===== src/rtl/c7_product_accumulator.sv =====
`default_nettype none
// ============================================================================
//  Module   : c7_product_accumulator
//  Purpose  : Accumulates a programmable batch of 8-bit multiplier products.
//             Each finished sum is returned as two bytes, low then high.
//             The high byte carries the sticky overflow flag in bit 7.
//  Options  : C7_ACC_SATURATE_EN - when defined, the accumulator clamps at
//             2^ACC_W-1 on overflow; otherwise it wraps modulo 2^ACC_W.
//  Revision : 1.0 - initial release
// ============================================================================
module c7_product_accumulator #(
   parameter int ACC_W = 12,   // legal range 9..15
   parameter int LEN_W = 4
) (
   input  logic             clk,
   input  logic             rst_n,
   input  logic             clear,
   input  logic [LEN_W-1:0] batch_len,
   input  logic             prod_valid,
   input  logic [7:0]       prod,
   output logic             prod_ready,
   output logic             res_valid,
   output logic [7:0]       res_data,
   output logic             res_last,
   input  logic             res_ready,
   output logic             busy
);

   localparam logic [LEN_W-1:0] CNT_ONE = LEN_W'(1);

   typedef enum logic [1:0] {
      ACC     = 2'd0,
      SEND_LO = 2'd1,
      SEND_HI = 2'd2
   } state_t;

   state_t             state;
   state_t             state_nx;
   logic [ACC_W-1:0]   acc;
   logic [ACC_W-1:0]   acc_nx;
   logic [ACC_W:0]     sum;
   logic [LEN_W-1:0]   cnt;
   logic [LEN_W-1:0]   len_q;
   logic [LEN_W-1:0]   len_eff;
   logic [LEN_W-1:0]   len_m1;
   logic               ovf;
   logic               in_acc;
   logic               prod_hs;
   logic               batch_done;
   logic               hi_done;
   logic [7:0]         hi_byte;

   assign in_acc  = (state == ACC);
   assign prod_hs = prod_valid & in_acc;
   assign hi_done = (state == SEND_HI) & res_ready;

   // The batch length is taken live on the first product and from len_q after.
   // A length of 0 wraps to all-ones when decremented, which is exactly the
   // last index of a full 2^LEN_W batch, so no special case is needed.
   assign len_eff    = (cnt == '0) ? batch_len : len_q;
   assign len_m1     = len_eff - CNT_ONE;
   assign batch_done = prod_hs & (cnt == len_m1);

   // Sum is one bit wider than the accumulator so the carry flags overflow.
   assign sum = {1'b0, acc} + {{(ACC_W-7){1'b0}}, prod};

`ifdef C7_ACC_SATURATE_EN
   assign acc_nx = sum[ACC_W] ? {ACC_W{1'b1}} : sum[ACC_W-1:0];
`else
   assign acc_nx = sum[ACC_W-1:0];
`endif

   assign busy = (state != ACC) | (cnt != '0);

   // High result byte: overflow flag on top, upper accumulator bits at bottom.
   always_comb begin
      hi_byte              = '0;
      hi_byte[ACC_W-9:0]   = acc[ACC_W-1:8];
      hi_byte[7]           = ovf;
   end

   // State register.
   always_ff @(posedge clk or negedge rst_n) begin
      if (!rst_n) begin
         state <= ACC;
      end else begin
         state <= state_nx;
      end
   end

   // Next-state and output decode; outputs depend on registered state only.
   always_comb begin
      state_nx   = state;
      prod_ready = 1'b0;
      res_valid  = 1'b0;
      res_data   = 8'h00;
      res_last   = 1'b0;
      case (state)
         ACC: begin
            prod_ready = 1'b1;
            if (batch_done) state_nx = SEND_LO;
         end
         SEND_LO: begin
            res_valid = 1'b1;
            res_data  = acc[7:0];
            if (res_ready) state_nx = SEND_HI;
         end
         SEND_HI: begin
            res_valid = 1'b1;
            res_last  = 1'b1;
            res_data  = hi_byte;
            if (res_ready) state_nx = ACC;
         end
         default: state_nx = ACC;
      endcase
      if (clear) state_nx = ACC;
   end

   // Accumulator, product counter, latched length and sticky overflow.
   always_ff @(posedge clk or negedge rst_n) begin
      if (!rst_n) begin
         acc   <= '0;
         cnt   <= '0;
         len_q <= '0;
         ovf   <= 1'b0;
      end else if (clear) begin
         acc   <= '0;
         cnt   <= '0;
         ovf   <= 1'b0;
      end else if (prod_hs) begin
         acc <= acc_nx;
         cnt <= cnt + CNT_ONE;
         ovf <= ovf | sum[ACC_W];
         if (cnt == '0) len_q <= batch_len;
      end else if (hi_done) begin
         acc   <= '0;
         cnt   <= '0;
         ovf   <= 1'b0;
      end
   end

endmodule
`default_nettype wire


===== config.mk =====
export PLATFORM = sky130hd
export DESIGN_NAME = c7_product_accumulator
export DESIGN_NICKNAME = d
export VERILOG_FILES = /design/src/rtl/c7_product_accumulator.sv
export SDC_FILE = /design/constraint.sdc
export NUM_CORES = 1
export LEC_CHECK = 0
export ABC_CLOCK_PERIOD_IN_PS = 4500
export CAP_MARGIN = 10
export CELL_PAD_IN_SITES_DETAIL_PLACEMENT = 0
export CELL_PAD_IN_SITES_GLOBAL_PLACEMENT = 1
export CORE_MARGIN = 4
export CORE_UTILIZATION = 43
export DETAILED_ROUTE_END_ITERATION = 16
export PLACE_DENSITY_LB_ADDON = 0.1
export SYNTH_ARGS = -nofsm -noshare
export SYNTH_HDL_FRONTEND = slang
export SYNTH_SLANG_ARGS = --single-unit

===== constraint.sdc =====
create_clock -name clk -period 4.5 [get_ports clk]
set_input_delay 0.675 -clock clk [delete_from_list [all_inputs] [get_ports clk]]
set_output_delay 0.675 -clock clk [all_outputs]
set_load 0.005 [all_outputs]

==> flow_summary.ini, run 1 <==
[routing]
wirelength_um = 3870
drtPass1Iterations = 4
drt_iter0_drc = 50
vias = 1432
viasPerCell = 5.59
postRouteAntennaNets = 0
drc = 0
avgRoutedWirePerCell_um = 15.1

[clock_tree]
hold_buffers = 0
clk_pin_slew_worst_paths_ns = 0.08
numClockSinks = 23
post-cts-setup-buffers = 0
cts_buffers = 3
cts_tree = yes
h-tree-depth = 1
clk_latency_ns = 0.27
cts_resized = 0
cts-root-buf = clkbuf_8
clk_path_buf_depth = 2

[die]
die_area_sq_um = 4930
start_util_pct = 45.1
die_w_um = 70.2
io_pins = 29
coreArea_sq_um = 3690
die_y_um = 70.2
rows = 22

[power]
ir_worst_vdd_mv = 0.173
power_density_nw_per_um2 = 424
p_leak_nw = 0.897

[sta]
finalHoldViolCount = 0
setup_viol_count_final = 0
relSlewSlack_pct = 14.7
report.final.slew_viol_count = 0
fin_crit_sh_pct = 60.1
finClkSkew_ns = 0.00130
tightest_slew_ns = 1.28
min_period_ns = 2.70
rsz0062_at_grt = false
fmax_ghz = 0.370
finalSetupTns_ns = 0

[critical_path]
worstPathArrival_ns = 2.03
cp-start-kind = flip-flop
r2r_cells = 10
endpoint = res_data[2]
regToRegStartpoint = cnt[0]$_DFFE_PN0P_
path_max_fanout = 9
path_class = flip-flop to primary output
startpoint = state[0]$_DFFE_PN0P_
r2r-end = state[1]$_DFFE_PN0P_
crit_path_end_kind = primary output
cp_data_required_time_ns = 3.83
r2r_setup_slack_ns = 1.82

[synth]
synth-edff-count = 0
ys_top_cells_by_count = dfrtp_1 (23), nand2_1 (18), ha_1 (15), nor2_1 (13), o21ai_0 (12)
synth_most_common_cell = dfrtp_1
synth_async_sr_flop_share_pct = 100
netlist_instances = 181
synthTopCellsByArea = dfrtp_1 (35%), ha_1 (11%), nand2_1 (4.1%)
syn_nets = 214
yosysSeqAreaShare_pct = 34.6
synth.avg_cell_area_sq_um = 9.19
yosysTopAreaCell = dfrtp_1
synth-seq-cells = 23
ys_warn_count = 0
synthFlopType = dfrtp_1
syn_area_sq_um = 1660
synth_cell_types = 39
yosys.area.top_type_share_pct = 34.6

[grt]
grt_max_degree = 24
track_usage_pct = 16.9
grt_use_met1_pct = 21.0
grt_pass1_wl_um = 6790
grt.busiest_layer = met2
met2_usage_pct = 29.3
met3_usage_pct = 1.73
antenna_found_initial = 0
grt_overflow = 0
grt_pass1_vias = 1471

[final_layout]
drive_gt1_share_pct = 5.29
multi_input_area_sq_um = 1030
nNetsFinal = 242
syn_to_final_growth_pct = 23.2
antennaDiodeCount = 0
final_cells = 256
regArea_sq_um = 576
fillers = 357

[placement]
dp.cells = 251
gp_congestion = 0.813
port_buffers = 28
dp_hpwl_um = 2860

[min_path]
min_path_type = flip-flop to flip-flop

[status]
outcome = finished, final reports clean

[job]
drv_cap = 0
[state kept, by name, summed over array words and instances (netlist names)]
name / cells
acc: 12
ovf: 1
state: 2
len_q: 4
cnt: 4
[power breakdown]
| part | switching (mW) | leakage, nW | internal [mW] | total, mW |
|---|---|---|---|---|
| sequential | 0.0526 | 0.307 | 0.256 | 0.309 |
| combinational | 0.219 | 0.568 | 0.208 | 0.427 |
| clock | 0.0693 | 0.0228 | 0.0633 | 0.133 |
| total | 0.341 | 0.897 | 0.528 | 0.869 |
[critical path, cell delays in order (launching register included)]
cell and delay [ns]:
dfrtp_1 0.41, inv_1 0.11, ha_1 0.40, a22oi_1 0.16, nor2b_1 0.16, clkdlybuf4s50_1 0.52
[logic make-up (layout without fill, tap and decap cells)]
family | after synthesis | in the layout | synth area share [%]
DFF | 23 | 23 | 34.6
muxes | 7 | 7 | 4.36
adders and majority gates | 16 | 16 | 12.5
AOI/OAI and AO/OA | 49 | 49 | 20.2
buffers and inverters | 14 | 41 | 3.46
and+or+nand+nor | 62 | 62 | 19.7
xor gates and xnor gates | 10 | 10 | 5.26
[layer usage]
layer  vias to the layer above  wire (um)
li1                        699          -
met1                       703       1730
met2                        24       1950
met3                         6         99
met4                         0         79
met5                         -          0
[cells in the final DEF (no fill, tap or decap), types with 5 or more instances in the layout]
master            n
nand2_1          18
o21ai_1           5
nor2_1           13
nor2b_1           8
a22oi_1           5
mux2i_1           5
o21ai_0          12
ha_1             15
a21oi_1           8
inv_1             8
dfrtp_1          23
clkdlybuf4s50_1  28
nor3_1            5
xnor2_1           7
[worst min-delay path by stage]
| stage | to | from | cells after the start | slack (ns) |
|---|---|---|---|---|
| floorplan | acc[0]$_DFFE_PN0P_ | rst_n | 0 | 0.38 |
| global placement | len_q[1]$_DFFE_PN0P_ | len_q[1]$_DFFE_PN0P_ | 2 | 0.49 |
| finish | len_q[0]$_DFFE_PN0P_ | len_q[0]$_DFFE_PN0P_ | 2 | 0.53 |
| CTS | acc[4]$_DFFE_PN0P_ | acc[4]$_DFFE_PN0P_ | 2 | 0.53 |
| detailed placement | acc[4]$_DFFE_PN0P_ | acc[4]$_DFFE_PN0P_ | 2 | 0.51 |
| global route | acc[2]$_DFFE_PN0P_ | acc[2]$_DFFE_PN0P_ | 2 | 0.58 |
[through the flow]
stage	cell area (sq um)	hold slack, ns	util [%]	total power [mW]	setup slack [ns]
after global routing	2050	0.577	55.6	0.945	1.63
after detailed placement	1980	0.514	53.6	0.737	1.63
final	2050	0.531	55.6	0.869	1.80
after floorplan	1660	0.379	-	0.617	2.15
after CTS	2020	0.535	54.8	0.873	1.78
after global placement	1980	0.494	53.6	0.725	1.68
[layout make-up]
| type | count | area share (%) |
|---|---|---|
| inverter | 8 | 1.47 |
| multi-input combinational | 144 | 50.3 |
| timing repair buffer | 29 | 15.0 |
| tap | 48 | 2.93 |
| sequential | 23 | 28.1 |
| clock buffer | 4 | 2.20 |
(Power assumes the default switching activity.)
==> run 2: changes to the inputs <==
--- a/config.mk
+++ b/config.mk
@@ -5,12 +5,12 @@
 export SDC_FILE = /design/constraint.sdc
 export NUM_CORES = 1
 export LEC_CHECK = 0
-export ABC_CLOCK_PERIOD_IN_PS = 4500
+export ABC_CLOCK_PERIOD_IN_PS = 2600
 export CAP_MARGIN = 10
 export CELL_PAD_IN_SITES_DETAIL_PLACEMENT = 0
 export CELL_PAD_IN_SITES_GLOBAL_PLACEMENT = 1
 export CORE_MARGIN = 4
-export CORE_UTILIZATION = 43
+export CORE_UTILIZATION = 40
 export DETAILED_ROUTE_END_ITERATION = 16
 export PLACE_DENSITY_LB_ADDON = 0.1
 export SYNTH_ARGS = -nofsm -noshare
==> constraint.sdc (replaced) <==
create_clock -name clk -period 2.6 [get_ports clk]
set_input_delay 0.39 -clock clk [delete_from_list [all_inputs] [get_ports clk]]
set_output_delay 0.39 -clock clk [all_outputs]
set_load 0.005 [all_outputs]
==> run 2 against run 1 <==
Compared with the run above:
- clock-buffer cell count shrank 1
- first-iteration DRC count grew 12%
- die area grew 6.6%
- critical path depth is the same
- clock power grew 70%
- final cell count grew 4.3%
- cell area grew 2.7%
- via count shrank 0.56%
- sequential power grew 69%
- non-clock buffer count grew 9
- register-to-register slack lost 1.6 ns
- global-route usage is essentially flat
==> flow_summary.ini, run 2 (same netlist as run 1, synthesis figures left out) <==
[clock_tree]
h-tree-depth = 1
clk_pin_slew_worst_paths_ns = 0.09
cts-root-buf = clkbuf_8
clk_path_buf_depth = 2
cts_tree = yes
numClockSinks = 23
cts_buffers = 3
clk_latency_ns = 0.27

[routing]
drt_iter0_drc = 56
postRouteAntennaNets = 0
vias = 1424
drc = 0
avgRoutedWirePerCell_um = 15.1
drtPass1Iterations = 4
wirelength_um = 4030
viasPerCell = 5.33

[grt]
grt_pass1_vias = 1495
grt.busiest_layer = met2
met3_usage_pct = 2.22
track_usage_pct = 16.9
grt_use_met1_pct = 20.4
met2_usage_pct = 30.7
antenna_found_initial = 0
grt_pass1_wl_um = 6920
grt_overflow = 0
grt_max_degree = 24

[critical_path]
path_max_fanout = 9
path_class = flip-flop to primary output
r2r_setup_slack_ns = 0.20
crit_path_end_kind = primary output
cp_data_required_time_ns = 2.21
worstPathArrival_ns = 2.04
cp-start-kind = flip-flop

[final_layout]
nNetsFinal = 251
antennaDiodeCount = 0
final_cells = 267
top_register = acc
top_regs = acc (12), cnt (4), len_q (4)
syn_to_final_growth_pct = 26.5
fillers = 375
multi_input_area_sq_um = 1030
drive_gt1_share_pct = 10.1
largest_reg_flops = 12
regArea_sq_um = 576
final_cell_mix = clkdlybuf4s50_1 (28), dfrtp_1 (23), nand2_1 (18)
final_common_cell = clkdlybuf4s50_1

[placement]
port_buffers = 28
dp_hpwl_um = 3000
gp_congestion = 0.831
dp.cells = 261

[sta]
finalHoldViolCount = 0
relSlewSlack_pct = 58.1
tightest_slew_ns = 0.629
finClkSkew_ns = 0.00724
fmax_ghz = 0.411
fin_crit_sh_pct = 93.6
finalSetupTns_ns = 0
min_period_ns = 2.43
report.final.slew_viol_count = 0
rsz0062_at_grt = false
setup_viol_count_final = 0

[die]
die_area_sq_um = 5260
start_util_pct = 41.6
die_y_um = 72.5
rows = 23
io_pins = 29
die_w_um = 72.5
coreArea_sq_um = 4000

[job]
drv_cap = 0

[power]
fin_total_pwr_mw = 1.56
p_leak_nw = 0.933
ir_worst_vdd_mv = 0.350
power_density_nw_per_um2 = 742

[status]
outcome = finished, final reports clean

[min_path]
min_path_type = primary input to async pin
==> run 2: critical path, cell delays in order, from the launching register on <==
cell,delay (ns)
dfrtp_1,0.41
inv_1,0.12
ha_1,0.40
a22oi_1,0.15
nor2b_1,0.17
clkdlybuf4s50_1,0.52
==> run 2: path summary, 6_finish.rpt <==
check | from | endpoint | cells after the start
worst max register to register | cnt[0]$_DFFE_PN0P_ | state[1]$_DFFE_PN0P_ | 10
max in group asynchronous | rst_n | acc[9]$_DFFE_PN0P_ | 2
worst max-delay path | state[0]$_DFFE_PN0P_ | res_data[3] | 5
worst min register to register | acc[5]$_DFFE_PN0P_ | acc[5]$_DFFE_PN0P_ | 2
worst min-delay path | rst_n | acc[11]$_DFFE_PN0P_ | 2
min in group clk | acc[5]$_DFFE_PN0P_ | acc[5]$_DFFE_PN0P_ | 2
==> run 2: area by class of cell <==
class	count	area share (%)
clock buffers	3	1.96
clock inverters	1	0.238
inverters	8	1.43
multi-input cells	144	49.2
flip-flops and latches	23	27.3
well taps	50	2.97
repair buffers	38	16.9
==> run 2: power by group <==
group	internal (mW)	switching (mW)
Sequential	0.443	0.0793
Clock	0.107	0.119
Combinational	0.409	0.404
Total	0.959	0.602
==> run 2: what timing repair did <==
action,CTS,global route
gates resized for setup,0,1
endpoints found under the setup margin,0,2
buffers inserted,0,2
hold buffers,0,0
==> run 2: layer usage <==
metal	share of wire [%]	vias up	wire length (um)
li1	-	716	-
met1	44	685	1790
met2	52	21	2110
met3	2.6	2	103
met4	0.67	0	27
met5	0	-	0
==> run 2: metrics by stage <==
step                utilization, %  setup WS (ns)  instance area [sq um]  hold WS (ns)
finish                        52.6          0.167                   2100         0.474
global route                  52.6        0.00289                   2100         0.503
CTS                           52.1          0.184                   2090         0.476
detailed placement            51.0         0.0471                   2040         0.506
global placement              51.0         0.0785                   2040         0.491
floorplan                        -          0.251                   1660        0.0944
==> run 3: changes to the inputs <==
--- a/config.mk
+++ b/config.mk
@@ -10,8 +10,10 @@
 export CELL_PAD_IN_SITES_DETAIL_PLACEMENT = 0
 export CELL_PAD_IN_SITES_GLOBAL_PLACEMENT = 1
 export CORE_MARGIN = 4
-export CORE_UTILIZATION = 40
+export CORE_UTILIZATION = 41
+export CTS_BUF_LIST = sky130_fd_sc_hd__clkbuf_4 sky130_fd_sc_hd__clkbuf_8
 export DETAILED_ROUTE_END_ITERATION = 16
+export GPL_TIMING_DRIVEN = 0
 export PLACE_DENSITY_LB_ADDON = 0.1
 export SYNTH_ARGS = -nofsm -noshare
 export SYNTH_HDL_FRONTEND = slang
==> run 3 against run 2 <==
Compared with the run above:
- setup slack got worse by 0.0048 ns
- fmax is 0.20% lower
- non-clock buffer count is 3 higher
- first-iteration DRC count fell by 25%
- core utilization up 3.7 points
- die area down 2.2%
- sequential share of layout area fell by 0.32 points
- routed wire length increased by 1.3%
- final cell count is 0.37% higher
- register-to-register slack worse by 0.04 ns
- critical path type is now flip-flop to flip-flop
- largest power group unchanged
- highest routed layer unchanged
==> flow_summary.ini, run 3 (same netlist as run 1, synthesis figures left out) <==
[clock_tree]
clk_path_buf_depth = 2
cts_buffers = 3
clk_latency_ns = 0.27
numClockSinks = 23
h-tree-depth = 1
cts-root-buf = clkbuf_8
clk_pin_slew_worst_paths_ns = 0.09
cts_tree = yes

[critical_path]
r2r_cells = 10
path_max_fanout = 5
path_class = flip-flop to flip-flop
worstPathArrival_ns = 2.59
cp_data_required_time_ns = 2.75
crit_path_end_kind = flip-flop
cp-start-kind = flip-flop

[final_layout]
fillers = 364
top_regs = acc (12), cnt (4), len_q (4)
nNetsFinal = 254
top_register = acc
largest_reg_flops = 12
drive_gt1_share_pct = 12.3
final_cell_mix = clkdlybuf4s50_1 (28), dfrtp_1 (21), nand2_1 (18)
final_common_cell = clkdlybuf4s50_1
antennaDiodeCount = 0
syn_to_final_growth_pct = 28.5

[sta]
finalHoldViolCount = 0
finClkSkew_ns = 0.00730
setup_ws_ns = 0.162
fmax_ghz = 0.410
finalSetupTns_ns = 0
min_period_ns = 2.44
report.final.slew_viol_count = 0
relSlewSlack_pct = 28.0
setup_viol_count_final = 0
tightest_slew_ns = 1.08
fin_crit_sh_pct = 93.8

[power]
ir_worst_vdd_mv = 0.280
p_leak_nw = 0.942
power_density_nw_per_um2 = 748

[grt]
grt_overflow = 0
grt_max_degree = 24
antenna_found_initial = 0
grt_pass1_wl_um = 6800
track_usage_pct = 16.6
grt_pass1_vias = 1504

[routing]
drc = 0
wirelength_um = 4080
avgRoutedWirePerCell_um = 15.2
postRouteAntennaNets = 0
drtPass1Iterations = 4
vias = 1481
drt_iter0_drc = 42
viasPerCell = 5.53

[die]
die_y_um = 71.7
io_pins = 29
start_util_pct = 43.8
coreArea_sq_um = 3800
die_w_um = 71.7
rows = 22
die_area_sq_um = 5140

[placement]
port_buffers = 28
gp_congestion = 0.874
dp_hpwl_um = 3110
pre_cts_slack_ns = -0.0457

[min_path]
min_path_type = flip-flop to flip-flop
worstHoldPathCells = 2

[status]
outcome = finished, final reports clean

[job]
drv_cap = 0
## run 3: cell count changes in the layout (fill, tap and decap cells not counted)
cell	delta
nor3_1	-1
nor3_2	+1
buf_4	-1
clkbuf_1	+3
ha_4	+1
xnor2_2	+1
dfrtp_1	-2
dfrtp_2	+2
ha_1	-1
buf_2	+1
xnor2_1	-1
## run 3: report_power, final
part / internal (mW) / total (mW) / switching, mW
logic: 0.431 / 0.846 / 0.415
clock network: 0.107 / 0.225 / 0.118
registers: 0.445 / 0.528 / 0.0836
total: 0.983 / 1.60 / 0.616
## run 3: final timing paths
path	slack, ns	start	to
max	0.16	cnt[0]$_DFFE_PN0P_	state[1]$_DFFE_PN0P_
min	0.52	acc[5]$_DFFE_PN0P_	acc[5]$_DFFE_PN0P_
max reg2reg	0.16	cnt[0]$_DFFE_PN0P_	state[1]$_DFFE_PN0P_
min reg2reg	0.52	acc[5]$_DFFE_PN0P_	acc[5]$_DFFE_PN0P_
max in group asynchronous	1.19	rst_n	cnt[1]$_DFFE_PN0P_
min in group asynchronous	0.70	rst_n	cnt[2]$_DFFE_PN0P_
## run 3: through the flow
stage	hold slack (ns)	cell area [sq um]	utilization, %	power (mW)	std cells
2_1_floorplan	0.0944	1660	-	1.07	181
3_3_place_gp	0.494	2000	52.8	1.26	257
3_5_place_dp	0.503	2000	52.8	1.29	257
4_1_cts	0.530	2080	54.7	1.55	264
5_1_grt	0.563	2140	56.3	1.74	268
6_report	0.525	2140	56.3	1.60	268
## run 3: metal layers
metal | GRT usage [%] | vias to the layer above | wire length (um)
met4 | 7.72 | 0 | 107
met1 | 18.3 | 709 | 1690
met3 | 2.10 | 8 | 129
met5 | 0 | - | 0
li1 | - | 730 | -
met2 | 31.0 | 34 | 2150
## run 3: layout make-up
class	instances	area [sq um]	area share (%)
clock inverter	1	5.00	0.234
tap	48	60.1	2.81
buffer	5	23.8	1.11
inverter	8	30.0	1.40
clock buffer	3	41.3	1.93
multi-input combinational	144	1060	49.6
sequential	23	578	27.0
timing repair buffer	36	340	15.9
## run 3: timing repair
action,CTS,global route
gates resized for setup,1,6
setup endpoints to repair,2,8
buffers inserted,3,5
pin swaps,0,2
hold buffers,0,0
## run 3: critical path: stages, from the launching register on
cell	delay, ns
dfrtp_2	0.44
inv_1	0.10
ha_4	0.16
nor3b_4	0.29
mux2i_2	0.34
ha_1	0.31
xnor2_2	0.17
nor3_2	0.06
a41oi_2	0.19
mux2i_1	0.21
nor2_1	0.05
